File: config.mk
export PLATFORM = sky130hd
export DESIGN_NAME = pipeline_exfi_skid
export DESIGN_NICKNAME = d
export VERILOG_FILES = /design/src/rtl/pipeline_exfi_skid.sv
export SDC_FILE = /design/constraint.sdc
export NUM_CORES = 1
export LEC_CHECK = 0
export BUFFER_PORTS_ARGS = -buffer_cell sky130_fd_sc_hd__clkbuf_2
export CORE_ASPECT_RATIO = 1.75
export CORE_UTILIZATION = 50
export CTS_CLUSTER_DIAMETER = 150
export DETAILED_ROUTE_END_ITERATION = 8
export PLACE_DENSITY = 0.74
export RECOVER_POWER = 25
export SLEW_MARGIN = 20
export SYNTH_ARGS = -nofsm -noshare
export SYNTH_HDL_FRONTEND = slang
export SYNTH_SLANG_ARGS = --single-unit
File: constraint.sdc
create_clock -name clk -period 2.61 [get_ports clk]
set_input_delay 0 -clock clk [delete_from_list [all_inputs] [get_ports clk]]
set_output_delay 0 -clock clk [all_outputs]
set_load 0.005 [all_outputs]
File: src/rtl/pipeline_exfi_skid.sv
// EX->FI pipeline stage with valid/ready handshake and a two-entry skid buffer.
// M drives the outputs and S catches the bundle accepted while FI stalls.
// in_ready is registered, so there is no combinational path from out_ready.
// Optional build macro EXFI_STATS_EN adds the stall_cnt and flush_cnt counters.
module pipeline_exfi_skid #(
  parameter int DATA_W = 16,
  parameter int FLAG_W = 3,
  parameter int PC_W   = 9,
  parameter int OP_W   = 3
) (
  input  logic              clk,
  input  logic              rst_n,
  input  logic              flush,
  input  logic              in_valid,
  output logic              in_ready,
  input  logic [DATA_W-1:0] alu_out,
  input  logic [FLAG_W-1:0] zflags,
  input  logic [PC_W-1:0]   pc,
  input  logic              loads,
  input  logic [OP_W-1:0]   opcode,
  output logic              out_valid,
  input  logic              out_ready,
  output logic [DATA_W-1:0] alu_out_q,
  output logic [FLAG_W-1:0] zflags_q,
  output logic [PC_W-1:0]   pc_q,
  output logic              loads_q,
  output logic [OP_W-1:0]   opcode_q
`ifdef EXFI_STATS_EN
  ,
  output logic [15:0]       stall_cnt,
  output logic [7:0]        flush_cnt
`endif
);

  localparam int BW = DATA_W + FLAG_W + PC_W + 1 + OP_W;

  typedef enum logic [1:0] {EMPTY, ONE, FULL} state_e;

  state_e          state_q, state_d;
  logic [BW-1:0]   m_q, m_d;
  logic [BW-1:0]   s_q, s_d;
  logic            rdy_q;
  logic [BW-1:0]   bundle_in;
  logic            accept;
  logic            drain;

  assign bundle_in = {alu_out, zflags, pc, loads, opcode};
  assign accept    = in_valid & rdy_q;
  assign drain     = (state_q != EMPTY) & out_ready;

  // Next-state and storage update; flush overrides accept and drain
  always_comb begin
    state_d = state_q;
    m_d     = m_q;
    s_d     = s_q;
    if (flush) begin
      state_d = EMPTY;
    end else begin
      unique case (state_q)
        EMPTY: begin
          if (accept) begin
            state_d = ONE;
            m_d     = bundle_in;
          end
        end
        ONE: begin
          if (accept && drain) begin
            m_d = bundle_in;
          end else if (accept) begin
            state_d = FULL;
            s_d     = bundle_in;
          end else if (drain) begin
            state_d = EMPTY;
          end
        end
        FULL: begin
          if (drain) begin
            state_d = ONE;
            m_d     = s_q;
          end
        end
        default: state_d = EMPTY;
      endcase
    end
  end

  // State, storage and registered ready
  always_ff @(posedge clk or negedge rst_n) begin
    if (!rst_n) begin
      state_q <= EMPTY;
      m_q     <= '0;
      s_q     <= '0;
      rdy_q   <= 1'b1;
    end else begin
      state_q <= state_d;
      m_q     <= m_d;
      s_q     <= s_d;
      rdy_q   <= (state_d != FULL);
    end
  end

  assign in_ready  = rdy_q;
  assign out_valid = (state_q != EMPTY);
  assign opcode_q  = m_q[OP_W-1:0];
  assign loads_q   = m_q[OP_W] & out_valid;
  assign pc_q      = m_q[OP_W+1 +: PC_W];
  assign zflags_q  = m_q[OP_W+1+PC_W +: FLAG_W];
  assign alu_out_q = m_q[OP_W+1+PC_W+FLAG_W +: DATA_W];

`ifdef EXFI_STATS_EN
  logic [15:0] stall_q;
  logic [7:0]  fcnt_q;

  // Saturating stall and discarding-flush counters; flush does not clear them
  always_ff @(posedge clk or negedge rst_n) begin
    if (!rst_n) begin
      stall_q <= '0;
      fcnt_q  <= '0;
    end else begin
      if (out_valid && !out_ready && (stall_q != '1)) begin
        stall_q <= stall_q + 16'd1;
      end
      if (flush && (state_q != EMPTY) && (fcnt_q != '1)) begin
        fcnt_q <= fcnt_q + 8'd1;
      end
    end
  end

  assign stall_cnt = stall_q;
  assign flush_cnt = fcnt_q;
`endif

endmodule

* Word-level counts from Yosys, hierarchy flattened *
Index checks and enable logic that the tools add are counted.

word-level totals
  bits in registers = 67
  input port bits = 37
  output and inout bits = 34
  logic and storage cells = 32

operators by class
  eq/ne operators = 6
  mux-type cells = 11
  bitwise operators = 5
  reduce and logical (&&, ||, !) cells = 6

operators with widths
  cell                                                                    number
  32-bit two-way mux                                                      3
  32-bit case mux with 3 select lines                                     1
  2-bit two-way mux                                                       6
  2-bit != test (second input constant)                                   4
  2-bit case mux with 3 select lines                                      1
  5-bit AND reduction                                                     1
  4-bit AND reduction                                                     1
  1-bit AND                                                               3
  3-bit nonzero test                                                      1
  2-bit by 1-bit equality test with 1-bit output (second input constant)  1
  2-bit equality test (second input constant)                             1
  2-bit logical NOT                                                       1
  1-bit inverter                                                          2
  2-bit nonzero test                                                      1
  1-bit logical AND                                                       1

* Depth between registers and ports, before layout *
  depth in word-level cells = 8
  depth in mapped cells = 6
  gate-level depth less buffers = 4

* Worst setup path before layout *
No wires, ideal clock.

  path kind = register to register
  start point = register rdy_q, in the netlist in_ready
  end point = register s_q[10]
  setup time = 0.125 ns
  arrival time = 1.707 ns
  data required time = 2.485 ns
  slack = 0.777 ns
  stages on the path, launching flop included = 6
  buffers on the path = 2
  clock period less this slack = 1.833 ns
  path through = dfstp_2 > nand2_1 > or4b_1 > buf_6 > buf_12 > mux2_4

on the way
  cells in the longest elaborated chain, start to end = 4

ends and longest elaborated chain
  what                                      line  text
  start: declaration                        42    logic rdy_q;
  start signal: assignment                  98    rdy_q <= (state_d != FULL);
  1-bit AND (*)                             48    assign accept = in_valid & rdy_q;
  1-bit logical AND                         67    if (accept && drain) begin
  1-bit inverter (no source line)           n/a
  4-bit AND reduction (no source line) (*)  n/a
  end signal: assignment                    92    s_q <= '0;
  end signal: assignment                    97    s_q <= s_d;
  end: declaration                          41    logic [BW-1:0] s_q, s_d;

Every way passes the cells marked *; elsewhere a longest branch is shown, timed or not.
A chain may end at the register's enable or synchronous reset.

* Final worst setup path *
  start point = register rdy_q, in the netlist in_ready
  end point = register s_q[30]

The elaborated chain is that of the path after synthesis.

==> metrics <==
final WL 5750 um; arrival time worst endpoint 2.34 ns; max cap viols 0; Hold Path Depth 2; DRC violations left 0; register bit count reported by yosys 67; CP cell instances nand2_1 -> or4b_2 -> buf_4 -> mux2_4; M1 GR Usage 0.226; IO Port Bufs 70; hold path start out_ready; initial antenna violation count 0; Leak 1.92 nW; r2r worst-path depth 4; Non-Filler Instances approximately 420; DR WL/cell 13.8 um; share of layout cells above drive strength 1 0.370; CTS Root Cell clkbuf_8; RSZ-0062 raised after global routing false; Int Power approximately 2.2 mW; Clock power frac 0.307; Flop pwr share 0.493; Comb power frac 0.200; r2r setup slk slightly below 0.5 ns; M2 GR Usage 0.314; initial drt markers 84; slew margin rel. 0.264; largest net degree at the start of global routing between 60 and 70; peak supply drop between 0.3 and 0.4 mV; warning count from the yosys run 0; Pwr Density ~740 mW/mm2; commonest cells after routing, fill and taps aside clkbuf_2, dfrtp_1, nand2_1, dlygate4sd3_1, mux2i_1; gr usage total 0.189; DPL Wire Length 3730 um; syn avg cell area 12.5 um2; Yosys cell types 26; initial core utilization 0.517; Core Region 0.00623 mm2; # H-tree levels 3; Seq/Total Area, Yosys 0.521; Worst-Skew Late Latency 0.34 ns; crit-path max cell delay 0.65 ns; Critical Path Source Type register; RD Place Congestion 0.792; Max Slew Vio Count 0; Die H 108 um; Max Clock Skew roughly 0.0042 ns; Net Count, Synth a little under 300; Mapped Cells 257; via count 2060; nets 367; Tmin final around 2.1 ns; Sum Neg Setup Slack 0 ns; HP Class primary input to register; CP Data Required Time 2.83 ns; most common cell after layout, fill and taps aside clkbuf_2; GR peak layer met2; IO Pins 71; Register Area 0.00168 mm2; status completed; met3 usage in global routing 0.0443; first-pass GRT wire length about 10000 um; Slew @ Worst Pin 1.10 ns; Post-DRT Antenna Nets 0; Die X approximately 63 um; Clock Pin Slew Worst Setup and Hold Paths 0.07 ns; crit path kind register to register; Post-Place Cells 365; Die ar. 0.00678 mm2; CTS tree yes; number of global-route vias before repair 2042; area delta synth->final 21.5%; ant diodes 0; grt ovf 0; Hold Fails Final Rpt 0; Crit Reg-Reg Endpoint s_q[30]$_DFFE_PN0P_; Crit-path slowest cell or4b_2; Pre-Repair DR Iteration Count 4; final setup vio count 0; multi-input logic area between 0.001 and 0.0015 mm2; highest clock rate 472 MHz; CTS max path bufs 2; sw power a little over 0.7 mW; cts repair resizes 0; clock sink count between 60 and 70; Fill cells 509; cts hold-fix bufs 34; period utilization 0.813; worst-path fanout max 33; WHS Endpoint in_ready$_DFF_PN1_; post-DR vias/cell 4.96; Worst setup EP type register; postcts setup bufs 0; Sw Ratio 0.250; site row count 38; area of the mapped netlist 0.00322 mm2; CTS buffer count 9; Worst R2R Start in_ready$_DFF_PN1_
-- worst max-delay path: cells and delay by family, from the launching register on --
family | cells | cell delay (ns)
DFF | 1 | 0.53
muxes | 1 | 0.36
buffers and inverters | 1 | 0.33
and+or+nand+nor | 2 | 0.76
-- cells by family after synthesis --
kind of cell	synth area share
and+or+nand+nor	0.0599
buffers and inverters	0.110
AOI/OAI and AO/OA	0.0610
DFF	0.521
muxes	0.248
-- synth_stat cells, drive strengths merged --
master | instances | area [um2]
dfrtp | 66 | 1650
buf | 38 | 319
nand2 | 34 | 128
mux2i | 33 | 330
mux2 | 32 | 469
o21ai | 32 | 160
clkbuf | 8 | 30.0
and2 | 1 | 6.26
and2b | 1 | 7.51
dfstp | 1 | 26.3
inv | 1 | 3.75
nand2b | 1 | 6.26
nand4bb | 1 | 11.3
nor2 | 1 | 3.75
nor2b | 1 | 13.8
o21a | 1 | 7.51
o22a | 1 | 8.76
o31a | 1 | 8.76
o41a | 1 | 11.3
or2 | 1 | 6.26
or4b | 1 | 10.0
-- layer usage --
layer | routed length [um] | vias up
met5 | 0 | -
met4 | 144 | 0
met3 | 184 | 13
met2 | 2960 | 48
met1 | 2450 | 1010
li1 | - | 989
-- state kept, by name, indices dropped and copies added, names as in the netlist --
register	flops
s_q	32
state_q	2
m_q	32
in_ready	1
-- power groups by stage --
stage          registers [mW]  logic (mW)  clock network [mW]
4_1_cts                  1.43       0.592               0.926
3_5_place_dp             1.44       0.554                   0
6_report                 1.43       0.580               0.891
5_1_grt                  1.46       0.645               0.965
3_3_place_gp             1.44       0.528                   0
2_1_floorplan            1.41       0.490                   0
-- worst max path at each step --
stage | endpoint | startpoint | depth (start not counted)
6_report | s_q[30]$_DFFE_PN0P_ | in_ready$_DFF_PN1_ | 4
5_1_grt | s_q[14]$_DFFE_PN0P_ | in_ready$_DFF_PN1_ | 4
4_1_cts | s_q[8]$_DFFE_PN0P_ | in_ready$_DFF_PN1_ | 4
3_5_place_dp | s_q[9]$_DFFE_PN0P_ | in_ready$_DFF_PN1_ | 4
3_3_place_gp | s_q[16]$_DFFE_PN0P_ | in_ready$_DFF_PN1_ | 4
2_1_floorplan | s_q[10]$_DFFE_PN0P_ | in_ready$_DFF_PN1_ | 5
-- area by class of cell --
cell class	count	area share
Sequential cell	67	0.429
Multi-Input combinational cell	143	0.305
Timing Repair Buffer	108	0.186
Clock buffer	12	0.0422
Tap cell	80	0.0256
Clock inverter	4	0.0122
Inverter	1	0.000960
-- per-stage QoR --
step | area (um2) | setup slack, ns | power [mW] | hold WS, ns | util
floorplan | 3220 | 0.777 | 1.90 | -0.296 | -
global placement | 3370 | 0.566 | 1.96 | -0.0256 | 0.540
detailed placement | 3370 | 0.506 | 2.00 | -0.0178 | 0.540
CTS | 3920 | 0.500 | 2.95 | 0.0131 | 0.629
global route | 3910 | 0.426 | 3.07 | 0.0304 | 0.628
finish | 3910 | 0.489 | 2.90 | 0.0282 | 0.628
Power figures use the tool's default switching activity.
